## src/rtl/router_pkg.sv

```systemverilog
// Shared router types and header layout.
// Used by the packet reader and writer paths.
package router_pkg;

  localparam int DATA_W = 8;
  localparam int LEN_W  = 6;
  localparam int ADDR_W = 2;

  // header byte = {len, addr}
  localparam int HDR_ADDR_LSB = 0;
  localparam int HDR_LEN_LSB  = ADDR_W;

  typedef enum logic [1:0] {
    IDLE,
    HDR,
    BODY
  } rd_state_e;

endpackage

```

## src/rtl/router_pkt_reader.sv

```systemverilog
// Output-port packet reader: drains the FIFO, frames packets.
// Parity check built only with ROUTER_PKT_READER_PARITY_CHK_EN.
module router_pkt_reader #(
  parameter int DATA_W = router_pkg::DATA_W,
  parameter int LEN_W  = router_pkg::LEN_W,
  parameter int ADDR_W = router_pkg::ADDR_W
) (
  input  logic              clk,
  input  logic              rst,
  input  logic              soft_rst,
  input  logic              empty,
  input  logic [DATA_W-1:0] dout,
  output logic              r_en,
  input  logic              out_ready,
  output logic [DATA_W-1:0] pkt_data,
  output logic              pkt_valid,
  output logic              pkt_sop,
  output logic              pkt_eop,
  output logic [LEN_W-1:0]  pkt_len,
  output logic [ADDR_W-1:0] pkt_addr,
  output logic              pkt_done,
  output logic              parity_err,
  output logic              busy
);

  import router_pkg::*;

  localparam logic [LEN_W:0] REM_ONE = (LEN_W+1)'(1);

  rd_state_e         state_q;
  rd_state_e         state_d;
  logic              rd_q;
  logic [LEN_W:0]    rem_q;
  logic [LEN_W:0]    rem_ld;
  logic [LEN_W-1:0]  hdr_len;
  logic              r_en_c;

  assign hdr_len = dout[HDR_LEN_LSB +: LEN_W];

  // reads still owed after the header: payload plus parity
  always_comb begin
    rem_ld = {1'b0, hdr_len} + REM_ONE;
    if (hdr_len == '0) begin
      rem_ld = REM_ONE + REM_ONE;
    end
  end

  always_comb begin
    state_d   = state_q;
    r_en_c    = 1'b0;
    pkt_valid = 1'b0;
    pkt_sop   = 1'b0;
    pkt_eop   = 1'b0;
    pkt_done  = 1'b0;
    pkt_data  = '0;
    unique case (state_q)
      IDLE: begin
        if (!soft_rst && !empty && out_ready) begin
          r_en_c  = 1'b1;
          state_d = HDR;
        end
      end
      HDR: begin
        if (soft_rst) begin
          state_d = IDLE;
        end else begin
          pkt_valid = 1'b1;
          pkt_sop   = 1'b1;
          pkt_data  = dout;
          state_d   = BODY;
        end
      end
      BODY: begin
        if (soft_rst) begin
          state_d = IDLE;
        end else begin
          r_en_c = !empty && out_ready
                   && (rem_q != '0);
          if (rd_q) begin
            pkt_valid = 1'b1;
            pkt_data  = dout;
            if (rem_q == '0) begin
              pkt_eop  = 1'b1;
              pkt_done = 1'b1;
              state_d  = IDLE;
            end
          end
        end
      end
      default: state_d = IDLE;
    endcase
  end

  // keep the FIFO untouched while reset is held
  assign r_en = r_en_c & rst;
  assign busy = (state_q != IDLE);

  always_ff @(posedge clk or negedge rst) begin
    if (!rst) begin
      state_q  <= IDLE;
      rd_q     <= 1'b0;
      rem_q    <= '0;
      pkt_len  <= '0;
      pkt_addr <= '0;
    end else begin
      state_q <= state_d;
      rd_q    <= (state_q == BODY) && r_en_c;
      if (state_q == HDR && !soft_rst) begin
        pkt_len  <= hdr_len;
        pkt_addr <= dout[HDR_ADDR_LSB +: ADDR_W];
        rem_q    <= rem_ld;
      end else if (state_q == BODY && r_en_c) begin
        rem_q <= rem_q - REM_ONE;
      end
    end
  end

`ifdef ROUTER_PKT_READER_PARITY_CHK_EN
  logic [DATA_W-1:0] acc_q;
  logic              perr_q;

  always_ff @(posedge clk or negedge rst) begin
    if (!rst) begin
      acc_q  <= '0;
      perr_q <= 1'b0;
    end else begin
      if (state_q == HDR) begin
        acc_q <= dout;
      end else if (rd_q && rem_q != '0) begin
        acc_q <= acc_q ^ dout;
      end
      if (pkt_done) begin
        perr_q <= (acc_q != dout);
      end
    end
  end

  assign parity_err = perr_q;
`else
  assign parity_err = 1'b0;
`endif

endmodule
```

## config.mk

```make
export PLATFORM = sky130hd
export DESIGN_NAME = router_pkt_reader
export DESIGN_NICKNAME = d
export VERILOG_FILES = /design/src/rtl/router_pkg.sv /design/src/rtl/router_pkt_reader.sv
export SDC_FILE = /design/constraint.sdc
export NUM_CORES = 1
export LEC_CHECK = 0
export CAP_MARGIN = 20
export CORE_MARGIN = 1
export CORE_UTILIZATION = 46
export DETAILED_ROUTE_END_ITERATION = 8
export PLACE_DENSITY = 0.82
export SYNTH_ARGS = -nofsm -noshare
export SYNTH_HDL_FRONTEND = slang
export SYNTH_SLANG_ARGS = --single-unit
```

## constraint.sdc

```tcl
create_clock -name clk -period 2 [get_ports clk]
set_clock_uncertainty 0.1 [all_clocks]
set_input_delay 0.5 -clock clk [delete_from_list [all_inputs] [get_ports clk]]
set_output_delay 0.5 -clock clk [all_outputs]
set_load 0.01 [all_outputs]
```

==> qor.txt <==
Status -> complete, but fails checks
Failing checks -> setup timing
Sw Share -> 0.404
Syn avg cell area -> 9.03 µm²
Area after DPL -> 0.00174 mm²
Final Wtd Congestion -> 0.879
Cell Int Power -> 1.43 mW
Register area share after synthesis -> 0.384
Period utilisation layout -> 1.16
Finished Layout Cells -> 235
Largest net degree at the start of global routing -> 19
Global route overflow -> 0
Die Ht -> 52.5 µm
Cts bufs inserted -> 3
Max-cap violation count -> 0
Count of final setup violators -> 14
Design Power -> 2.40 mW
Vias in the first global route -> 1,352
RSZ-0062 raised after global routing -> true
Yosys warns -> 0
Fmax -> 432 MHz
# rows -> 17
Final worst hold slack -> 0.396 ns
Antenna-violating nets left -> 0
# IOs -> 36
Max clock buf depth -> 2
Starting DRC count in detailed routing -> 58
CP Cell Sequence -> inv_2 > ha_4 > nor3b_4 > buf_6 > and2_4 > buf_6
Worst path slowest cell -> dfrtp_1
First-pass GRT wire length -> 6140 µm
Yosys top cell area share -> 0.384
Fill cell count -> 105
Top delay family on crit path -> flip-flops
Maximum vdd drop -> 0.00121 V
Endpoint class of the critical path -> output pin
Slowest stage delay, CP -> 0.40 ns
WP data required -> 1.40 ns
N_diodes -> 0
Via count -> 1,377
Area Overhead vs Synth -> 71.5%
Cells after Synth -> 130
Drt drc -> 0
Area leader, netlist -> dfrtp_1
Part of the power in combinational logic -> 0.633
Crit Path Class -> flip-flop to output pin
Setup ws final -> -0.314 ns
Clock Latency Late Sink -> 0.31 ns
Core area -> 0.00230 mm²
Buffers added on ports -> 34
Most used cell, CP -> buf_6
Mean number of vias per cell -> 5.86
Synth top cells by count -> nand2_1 (22), dfrtp_1 (18), inv_1 (9), and2_1 (8)
Detailed-route wire length -> 4580 µm
Origin of the worst setup path -> state_q[1]
Clock Pin Slew Worst Setup and Hold Paths -> 0.12 ns
Count leader, synth -> nand2_1
CP max FO -> 5
CTS tree -> built
Worst Setup Start Kind -> flip-flop
FF+latch count, synth -> 18
Overall routing resource usage -> 0.309
Clk sink count -> 18
TritonRoute pass-1 iters -> 4
Leakage -> 0.979 nW
Worst reg-to-reg setup slack -> -0.05 ns
Reg area -> 450 µm²
Main flop type after synthesis -> dfrtp_1
Starting Density -> 0.511
Nets -> 228
Worst EP arrival -> 1.71 ns
Max-slew violation count -> 0
Fin util -> 0.876
Clk pwr share -> 0.097
Worst Path Buf+Inv -> 3
Hold Startpoint -> pkt_len[5]
Dpl cells -> 218
Final Hold Fails -> 0
Layout cells sized above 1 -> 0.444
HP Class -> flip-flop to flip-flop
Fin area -> 0.00201 mm²
Sequential share of power -> 0.270
H-tree levels -> 1
Area contributors post-synth -> dfrtp_1 (38%), ha_1 (7.5%), nand2_1 (7.0%)
Syn Nets -> 150
EDFF count, synth -> 0
Root Driver -> clkbuf_4
Ys async rst share -> 1.00
WL/cell -> 19.5 µm
Post-Syn Area -> 0.00117 mm²
Initial antenna violation count -> 0
Power per cell area -> 1190 mW/mm²
Multi-input gate area -> 788 µm²
Crit Reg-Reg Startpoint -> state_q[0]
Chip width -> 52.5 µm
Detailed placement HPWL -> 2580 µm
Switch Pwr -> 0.971 mW
Die area -> 0.00276 mm²
Period minus WS final -> 2.31 ns
Synth cell types -> 36
-- registers in the layout, indices dropped and copies added, names as in the netlist --
name,cells
rd_q,1
state_q,2
pkt_len,6
pkt_addr,2
rem_q,7
-- layout make-up --
cell class / instances / area share
multi-input cells: 98 / 0.392
repair buffers: 78 / 0.333
flip-flops and latches: 18 / 0.224
clock buffers: 4 / 0.0180
well taps: 28 / 0.0174
inverters: 9 / 0.0168
-- power by group through the flow --
stage	Sequential (mW)	Clock, mW	Combinational [mW]
CTS	0.635	0.233	1.28
finish	0.648	0.233	1.52
global placement	0.624	0	1.06
detailed placement	0.635	0	1.11
global route	0.662	0.249	1.59
floorplan	0.679	0	0.470
-- layer usage --
layer / track usage / share of wire
met1: 0.361 / 0.39
met2: 0.565 / 0.51
met3: 0.0464 / 0.066
met4: 0.105 / 0.036
met5: 0 / 0
-- per-stage QoR --
step / setup WS [ns] / TNS (ns)
after floorplan: 0.0721 / 0
after global placement: -0.755 / -8.77
after CTS: -0.290 / -2.71
final: -0.314 / -3.18
after detailed placement: -0.815 / -9.63
after global routing: -0.351 / -3.87
-- timing repair --
action                                  in CTS  in global routing
endpoints found under the setup margin      16                 16
pin swaps                                   14                 10
buffers inserted                             6                  6
resized for setup                           84                 21
hold buffers                                 0                  0
gates cloned                                 1                  0
-- final timing paths --
path                                    end  depth (start not counted)
worst max-delay path            pkt_data[1]                          6
worst min-delay path             pkt_len[5]                          2
worst max register to register     rem_q[4]                          9
worst min register to register   pkt_len[5]                          2
max in group asynchronous          rem_q[4]                          2
min in group asynchronous        pkt_len[2]                          2
-- kinds of logic after synthesis --
| kind of cell | Yosys count | share of synthesized area |
|---|---|---|
| compound gates | 23 | 0.118 |
| xor+xnor | 6 | 0.0448 |
| fa+ha+maj | 7 | 0.0746 |
| buf+inv | 14 | 0.0650 |
| flops | 18 | 0.384 |
| mux | 4 | 0.0341 |
| other cells | 1 | 0.00320 |
| simple gates | 57 | 0.276 |
-- worst reg2reg max path, stage by stage (launching register included) --
cell and delay (ns):
dfrtp_1 0.41, buf_4 0.15, ha_4 0.17, buf_4 0.13, buf_4 0.13, nand2b_4 0.06
inv_1 0.07, buf_6 0.13, or4_4 0.51, o211ai_1 0.10
-- layout by cell type, fill, tap and decap left out, drive strengths merged, types with 3 or more instances in the layout --
cell           instances
buf                   57
nand2                 22
dfrtp                 18
clkdlybuf4s50         17
and2                   9
inv                    9
a21oi                  7
ha                     7
nand3                  5
nor2                   5
clkbuf                 5
a31oi                  4
mux2i                  4
o21ai                  4
xnor2                  4
nor3b                  3
No activity file was read; power rests on OpenSTA's default activity.
